**config.mk**
```make
export PLATFORM = sky130hd
export DESIGN_NAME = bc_bounce_back
export DESIGN_NICKNAME = d
export VERILOG_FILES = /design/src/rtl/bc_bounce_back.sv
export SDC_FILE = /design/constraint.sdc
export NUM_CORES = 1
export LEC_CHECK = 0
export CAP_MARGIN = 5
export CORE_MARGIN = 2
export CORE_UTILIZATION = 40
export CTS_CLUSTER_DIAMETER = 40
export DETAILED_ROUTE_END_ITERATION = 7
export PLACE_DENSITY = 0.87
export SLEW_MARGIN = 20
export SYNTH_ARGS = -nofsm -noshare
export SYNTH_HDL_FRONTEND = slang
export SYNTH_SLANG_ARGS = --single-unit
```
**constraint.sdc**
```tcl
create_clock -name Clk -period 3 [get_ports Clk]
set_input_delay 0.9 -clock Clk [delete_from_list [all_inputs] [get_ports Clk]]
set_output_delay 0.9 -clock Clk [all_outputs]
set_load 0.03 [all_outputs]
```
**src/rtl/bc_bounce_back.sv**
```systemverilog
// Full-way bounce-back boundary stage for the D2Q9 lattice.
// Walks every node address from the boundary iterator, and for each perimeter
// node reads its nine distributions, swaps opposite directions and writes them back.
module bc_bounce_back #(
    parameter int GRID_W        = 16,
    parameter int GRID_H        = 16,
    parameter int GRID_DIM      = GRID_W * GRID_H,
    parameter int ADDRESS_WIDTH = $clog2(GRID_DIM),
    parameter int DATA_WIDTH    = 16
) (
    input  logic                       Clk,
    input  logic                       Reset,
    input  logic                       start,
    input  logic [ADDRESS_WIDTH-1:0]   addr_in,
    output logic                       addr_ready,
    output logic [ADDRESS_WIDTH-1:0]   mem_addr,
    output logic                       mem_rd_en,
    input  logic [9*DATA_WIDTH-1:0]    mem_rdata,
    output logic                       mem_wr_en,
    output logic [9*DATA_WIDTH-1:0]    mem_wdata,
    output logic                       busy,
    output logic                       done,
    output logic [ADDRESS_WIDTH:0]     bc_count
);

    localparam int XW = $clog2(GRID_W);
    localparam int YW = ADDRESS_WIDTH - XW;

    // Opposite direction for each lane: 0 rest, 1 E, 2 N, 3 W, 4 S, 5 NE, 6 NW, 7 SW, 8 SE.
    localparam int OPP [9] = '{0, 3, 4, 1, 2, 7, 8, 5, 6};

    typedef enum logic [2:0] {
        S_IDLE,
        S_SCAN,
        S_SWAP,
        S_WRITE,
        S_DONE
    } state_t;

    state_t                    state, state_nxt;
    logic [ADDRESS_WIDTH:0]    seen_cnt;
    logic [ADDRESS_WIDTH:0]    seen_inc;
    logic [ADDRESS_WIDTH-1:0]  node_addr;
    logic [9*DATA_WIDTH-1:0]   swap_q;
    logic [9*DATA_WIDTH-1:0]   swapped;
    logic [XW-1:0]             pos_x;
    logic [YW-1:0]             pos_y;
    logic                      is_boundary;

    assign pos_x    = addr_in[XW-1:0];
    assign pos_y    = addr_in[ADDRESS_WIDTH-1:XW];
    assign seen_inc = seen_cnt + 1'b1;

    // Classify the presented address as perimeter or interior.
    always_comb begin
        is_boundary = (pos_x == '0) || (pos_x == XW'(GRID_W - 1)) ||
                      (pos_y == '0) || (pos_y == YW'(GRID_H - 1));
    end

    // Exchange each direction with its opposite in the freshly read node word.
    always_comb begin
        swapped = '0;
        for (int k = 0; k < 9; k++) begin
            swapped[k*DATA_WIDTH +: DATA_WIDTH] = mem_rdata[OPP[k]*DATA_WIDTH +: DATA_WIDTH];
        end
    end

    // Next-state and strobe decode; strobes are pure functions of state so reset clears them at once.
    always_comb begin
        // NOTE: every output of this block gets a default first so no path leaves it unassigned and infers a latch.
        state_nxt  = state;
        addr_ready = 1'b0;
        mem_rd_en  = 1'b0;
        mem_wr_en  = 1'b0;
        done       = 1'b0;
        mem_addr   = addr_in;
        case (state)
            S_IDLE: begin
                if (start) state_nxt = S_SCAN;
            end
            S_SCAN: begin
                addr_ready = 1'b1;
                if (is_boundary) begin
                    mem_rd_en = 1'b1;
                    state_nxt = S_SWAP;
                end else if (seen_inc == (ADDRESS_WIDTH+1)'(GRID_DIM)) begin
                    state_nxt = S_DONE;
                end
            end
            S_SWAP: begin
                state_nxt = S_WRITE;
            end
            S_WRITE: begin
                mem_wr_en = 1'b1;
                mem_addr  = node_addr;
                state_nxt = (seen_cnt == (ADDRESS_WIDTH+1)'(GRID_DIM)) ? S_DONE : S_SCAN;
            end
            S_DONE: begin
                done      = 1'b1;
                state_nxt = S_IDLE;
            end
            default: state_nxt = S_IDLE;
        endcase
    end

    assign busy      = (state != S_IDLE);
    assign mem_wdata = swap_q;

    // State register plus sweep counters and the latched node address / swapped data.
    always_ff @(posedge Clk) begin
        // NOTE: sequential state uses non-blocking assignments so every register samples pre-edge values.
        if (Reset) begin
            state     <= S_IDLE;
            seen_cnt  <= '0;
            bc_count  <= '0;
            // NOTE: the datapath holding registers are plain flops, not memory, so clearing them costs nothing and keeps simulation X-free.
            node_addr <= '0;
            swap_q    <= '0;
        end else begin
            state <= state_nxt;
            case (state)
                S_IDLE: begin
                    if (start) begin
                        seen_cnt <= '0;
                        bc_count <= '0;
                    end
                end
                S_SCAN: begin
                    seen_cnt <= seen_inc;
                    if (is_boundary) node_addr <= addr_in;
                end
                S_SWAP:  swap_q   <= swapped;
                S_WRITE: bc_count <= bc_count + 1'b1;
                default: ;
            endcase
        end
    end

endmodule

```
== Word level (Yosys, flattened, before mapping) ==
Cells that the tools add are included.

* Logic and storage cells: 44
* Flip-flop bits (word level): 173
* Output and inout port bits: 166
* Input bits: 155

* $add $sub $neg: 2
* Reduce and logical (&&, ||, !) cells: 13
* Multiplexer cells: 14
* Equality and inequality tests: 10

{| class="wikitable"
|+ Operator list
! operator !! number
|-
| 9-bit case mux with 2 select lines || 2
|-
| 9-bit by 1-bit adder with 9-bit output (second input constant) || 2
|-
| 9-bit == test (second input constant) || 2
|-
| 3-bit two-way mux || 4
|-
| 3-bit case mux with 4 select lines || 1
|-
| 9-bit two-way mux || 1
|-
| 4-bit == test (second input constant) || 2
|-
| 4-bit zero test || 2
|-
| 8-bit two-way mux || 1
|-
| 2-bit AND reduction || 4
|-
| 3-bit by 2-bit == test with 1-bit output (second input constant) || 2
|-
| 1-bit two-way mux || 5
|-
| 2-bit nonzero test || 2
|-
| 3-bit by 1-bit == test with 1-bit output (second input constant) || 1
|-
| 3-bit == test (second input constant) || 1
|-
| 3-bit zero test || 1
|-
| 1-bit logical OR || 3
|-
| 3-bit != test (second input constant) || 1
|-
| 3-bit nonzero test || 1
|-
| 2-bit != test (second input constant) || 1
|}

== Logic depth before layout (Yosys ltp) ==
* Depth after elaboration: 6
* Gate-level depth with buffers: 8
* Depth with buffers taken out: 7

== Worst setup path after synthesis ==
OpenSTA, ideal clock, no wires.

* Path type: input-to-output
* From: in addr_in[4]
* To: out mem_rd_en
* Stages: 5
* Data required time: 2.100 ns
* Slack: 0.121 ns
* Arrival time: 1.979 ns
* Path buffers: 1
* Cell sequence: or4_1 nand2_1 o31ai_1 buf_2 inv_1

* Cells in the longest elaborated chain, start to end: 5
* Elaborated cells between the ends (all ways): 6
* Those cells by class: eq/ne (1); mux (2); reduce/logical (3)

{| class="wikitable"
|+ RTL lines
! item !! line !! source
|-
| from (decl) || 14 || <nowiki>input logic [ADDRESS_WIDTH-1:0] addr_in,</nowiki>
|-
| 4-bit zero test || 57 || <nowiki>(pos_y == '0) || (pos_y == YW'(GRID_H - 1));</nowiki>
|-
| 1-bit logical OR || 56 || <nowiki>is_boundary = (pos_x == '0) || (pos_x == XW'(GRID_W - 1)) ||</nowiki>
|-
| 1-bit logical OR (*) || 57 ||
|-
| 1-bit two-way mux (*) || 83 || <nowiki>if (is_boundary) begin</nowiki>
|-
| 1-bit two-way mux (*) || 77 || <nowiki>case (state)</nowiki>
|-
| to (decl) || 17 || <nowiki>output logic mem_rd_en,</nowiki>
|}

Every way passes the cells marked *; elsewhere a longest branch is shown, timed or not.

== Worst setup path in the final report ==
* From: in addr_in[7]
* To: out mem_rd_en

The elaborated chain is that of the path after synthesis.

==> metrics <==
status completed; Hold Slack 0.4537 ns; Simple-Gate Fraction of Synth Area 25.01%; met1 wire length 8191 µm; die area 17390 µm²; drt pass-1 iters 7; Worst EP required 2.10 ns; Crit-path slowest cell or4_4; Distinct cells, synth 46; Highest Signal Layer met4; EDFF count, synth 0; synthesis-to-finish area growth 62.05%; metal2 WL 10410 µm; Row Count 46; clk sinks 173; mux share of post-synthesis cell area 1.741%; most common flop cell mapped by yosys dfxtp_1; MaxCap Viol Count 0; maximum vdd drop 0.0003551 V; flops & latches, synth 173; Seq/Total Area, Yosys 52.97%; core area 15940 µm²; via count 6809; DP HPWL 14810 µm; Sequential Power Share 45.1%; # port buffers 320; crit-path max FO 2; initial antenna violation count 2; Worst Clk Skew 0.01432 ns; Hold EP mem_wdata[125]; final wirelength 20650 µm; capturing point of the worst reg2reg path state[0]; cts bufs inserted 17; Synth Area per Inst 7.757 µm²; power density over the cells 497.9 nW/µm²; placed instance area 9932 µm²; die height 131.9 µm; CP max stage delay 0.55 ns; XOR/XNOR Fraction of Synth Area 0.1339%; Worst-Margin Slew 0.7079 ns; Fin. Hold Viols 0; switch share 26.39%; worst r2r src seen_cnt[0]; ys async rst share 0%; CP bufs+invs 3; fmax 337.6 MHz; first-pass GRT wire length 32520 µm; GR Util All Layers 23.16%; WP data arrival 2.06 ns; DRC errors left 0; final worst path period share 98.74%; DR iter-0 viols 382; worst rel slew slack 52.81%; fillers 1297; Pint 3884 µW; Synth Instances 843; multi-input logic area 2838 µm²; Slew Limit Fails 0; delay-heaviest family, CP simple AND/OR/NAND/NOR gates; Synth Cell Area 6539 µm²; pin count of the biggest net entering global routing 91; # IOs 321; area share of fa/ha/maj cells after synthesis 0.7654%; Vias/cell 4.956; FF-to-FF setup slack 0.81 ns; min-delay worst type flop to flop; deepest clock path buffer count 2; layout cells sized above 1 7.180%; R2R cell count 6; die width 131.9 µm; Synth warnings 0; CTS tree built; DP Cell Count 1339; RSZ-0062 raised after global routing false; worst-path cell chain dlygate4sd2_1 > or4_4 > nand2_4 > o31ai_4 > inv_2 > buf_6; sw power 1392 µW; clock latency on the worst-skew pair 0.43 ns; post-route ant nets 0; Finished Cell Area 10600 µm²; Initial Util 41.01%; cts hold-fix bufs 0; Final min period 2.962 ns; wire per inst 15.03 µm; Worst Setup Start Kind input port; clock power share 41.8%; CTS H-tree depth 4; P_leak 0.003773 µW; Worst Hold Depth 2; Final Core Density 66.47%; vias in the first global route 6419; gr ovfl total 0; logic gate share of total power 13.1%; Worst-path clk slew 0.06 ns; Reg area 3463 µm²; Layout Nets 1302; post-synthesis compound-gate area fraction 14.94%; Setup crit end kind primary output; Hold Crit Start mem_wdata[125]; met3 wire length 1378 µm; type of the worst setup path input port to primary output; Post-Layout Cell Count 1374; main combinational cell family by area after synthesis simple AND/OR/NAND/NOR gates; Net Count, Synth 1002; Root Buffer clkbuf_16; global placement routability congestion 0.8401; Final setup viols 0
## stage by stage
step / TNS (ns) / total power (µW) / worst slack, ns
2_1_floorplan: 0 / 2745 / 0.1211
3_3_place_gp: -0.1382 / 3104 / -0.1382
3_5_place_dp: -0.1759 / 3115 / -0.1759
4_1_cts: 0 / 5321 / 0.0004963
5_1_grt: 0 / 5474 / 0.01170
6_report: 0 / 5276 / 0.03793
## sequential cells by signal, indices dropped and copies added (netlist names)
register	count
mem_wdata	144
node_addr	8
state	3
seen_cnt	9
bc_count	9
## kinds of logic after synthesis
logic type,count (synthesis)
XOR/XNOR,1
AND/OR/NAND/NOR,402
AO/OA/AOI/OAI,184
multiplexers,11
adder cells (fa/ha/maj),4
buffers and inverters,68
flip-flops,173
## per-layer routing
layer | GRT usage, % | up-vias
met2 | 40.90 | 257
met5 | 0 | -
met4 | 10.63 | 0
li1 | - | 3373
met3 | 6.459 | 43
met1 | 25.95 | 3136
## placed cells by master (no fill, tap or decap), types with 3 or more instances in the layout
cell type and n:
a21oi_1 161, clkinv_4 3, nand2_1 324, dfxtp_1 173, mux2_2 3, inv_6 5, buf_4 29, nor2_1 29
mux2i_1 8, dlymetal6s2s_1 4, and2_1 3, ha_1 4, nor3_1 3, clkdlybuf4s50_1 301, nand2b_1 4, or3_1 6
clkbuf_16 17, dlygate4sd2_1 5, nand3_1 13, clkinv_8 3, o21ai_0 6, buf_12 3, inv_1 5
## synth_stat cells (2+ instances only)
library cell    n  area share, %
nor4_1          2           0.19
a31oi_1         2           0.19
dfxtp_1       173             53
o31ai_1         2           0.23
and2_1          4           0.38
buf_2           8           0.61
and3_1          2           0.19
nor3_1          3           0.23
a21oi_1       161             12
nand2b_1        4           0.38
o21ai_0         6           0.46
buf_6           3           0.52
nand3b_1        2           0.23
a311oi_1        2           0.27
inv_1           6           0.34
nand2_1       326             19
buf_1           9           0.52
nand3_1        13           0.99
nor2_1         29            1.7
mux2_2          3           0.52
mux2i_1         8            1.2
or3_1           6           0.57
and4_1          2           0.27
o211ai_1        2           0.23
ha_1            4           0.77
clkbuf_1       40            2.3
clkbuf_2        2           0.15
## area by class of cell
type	instances	share of cell area, %
Clock buffer	17	4.015
Multi-Input combinational cell	602	26.78
Clock inverter	15	1.665
Tap cell	216	2.550
Timing Repair Buffer	343	32.05
Sequential cell	173	32.68
Inverter	6	0.2125
Antenna cell	2	0.04723
## tightest hold or removal path: cells and delay by family (launching register included)
family	cells	cell delay (ns)
flops	1	0.31
compound gates	1	0.05
simple gates	1	0.05
## power groups by stage
stage          logic [µW]  clock network (µW)  registers, µW
2_1_floorplan         242                   0           2500
3_3_place_gp          675                   0           2430
3_5_place_dp          683                   0           2430
4_1_cts               686                2260           2380
5_1_grt               740                2350           2390
6_report              691                2210           2380
## timing repair
item                       4_1_cts  5_1_grt
setup endpoints to repair        2        1
pin swaps                        2        2
gates resized for setup          9       10
cloned                           0        0
buffers inserted                 0        1
## how the worst max path moves through the flow
stage	from	to	slack (ns)	cells after the start
5_1_grt	addr_in[7]	mem_rd_en	0.01	6
3_3_place_gp	addr_in[4]	mem_rd_en	-0.14	6
2_1_floorplan	addr_in[4]	mem_rd_en	0.12	5
4_1_cts	addr_in[0]	mem_rd_en	0.0005	5
6_report	addr_in[7]	mem_rd_en	0.04	6
3_5_place_dp	addr_in[4]	mem_rd_en	-0.18	6
(Power assumes the default switching activity.)
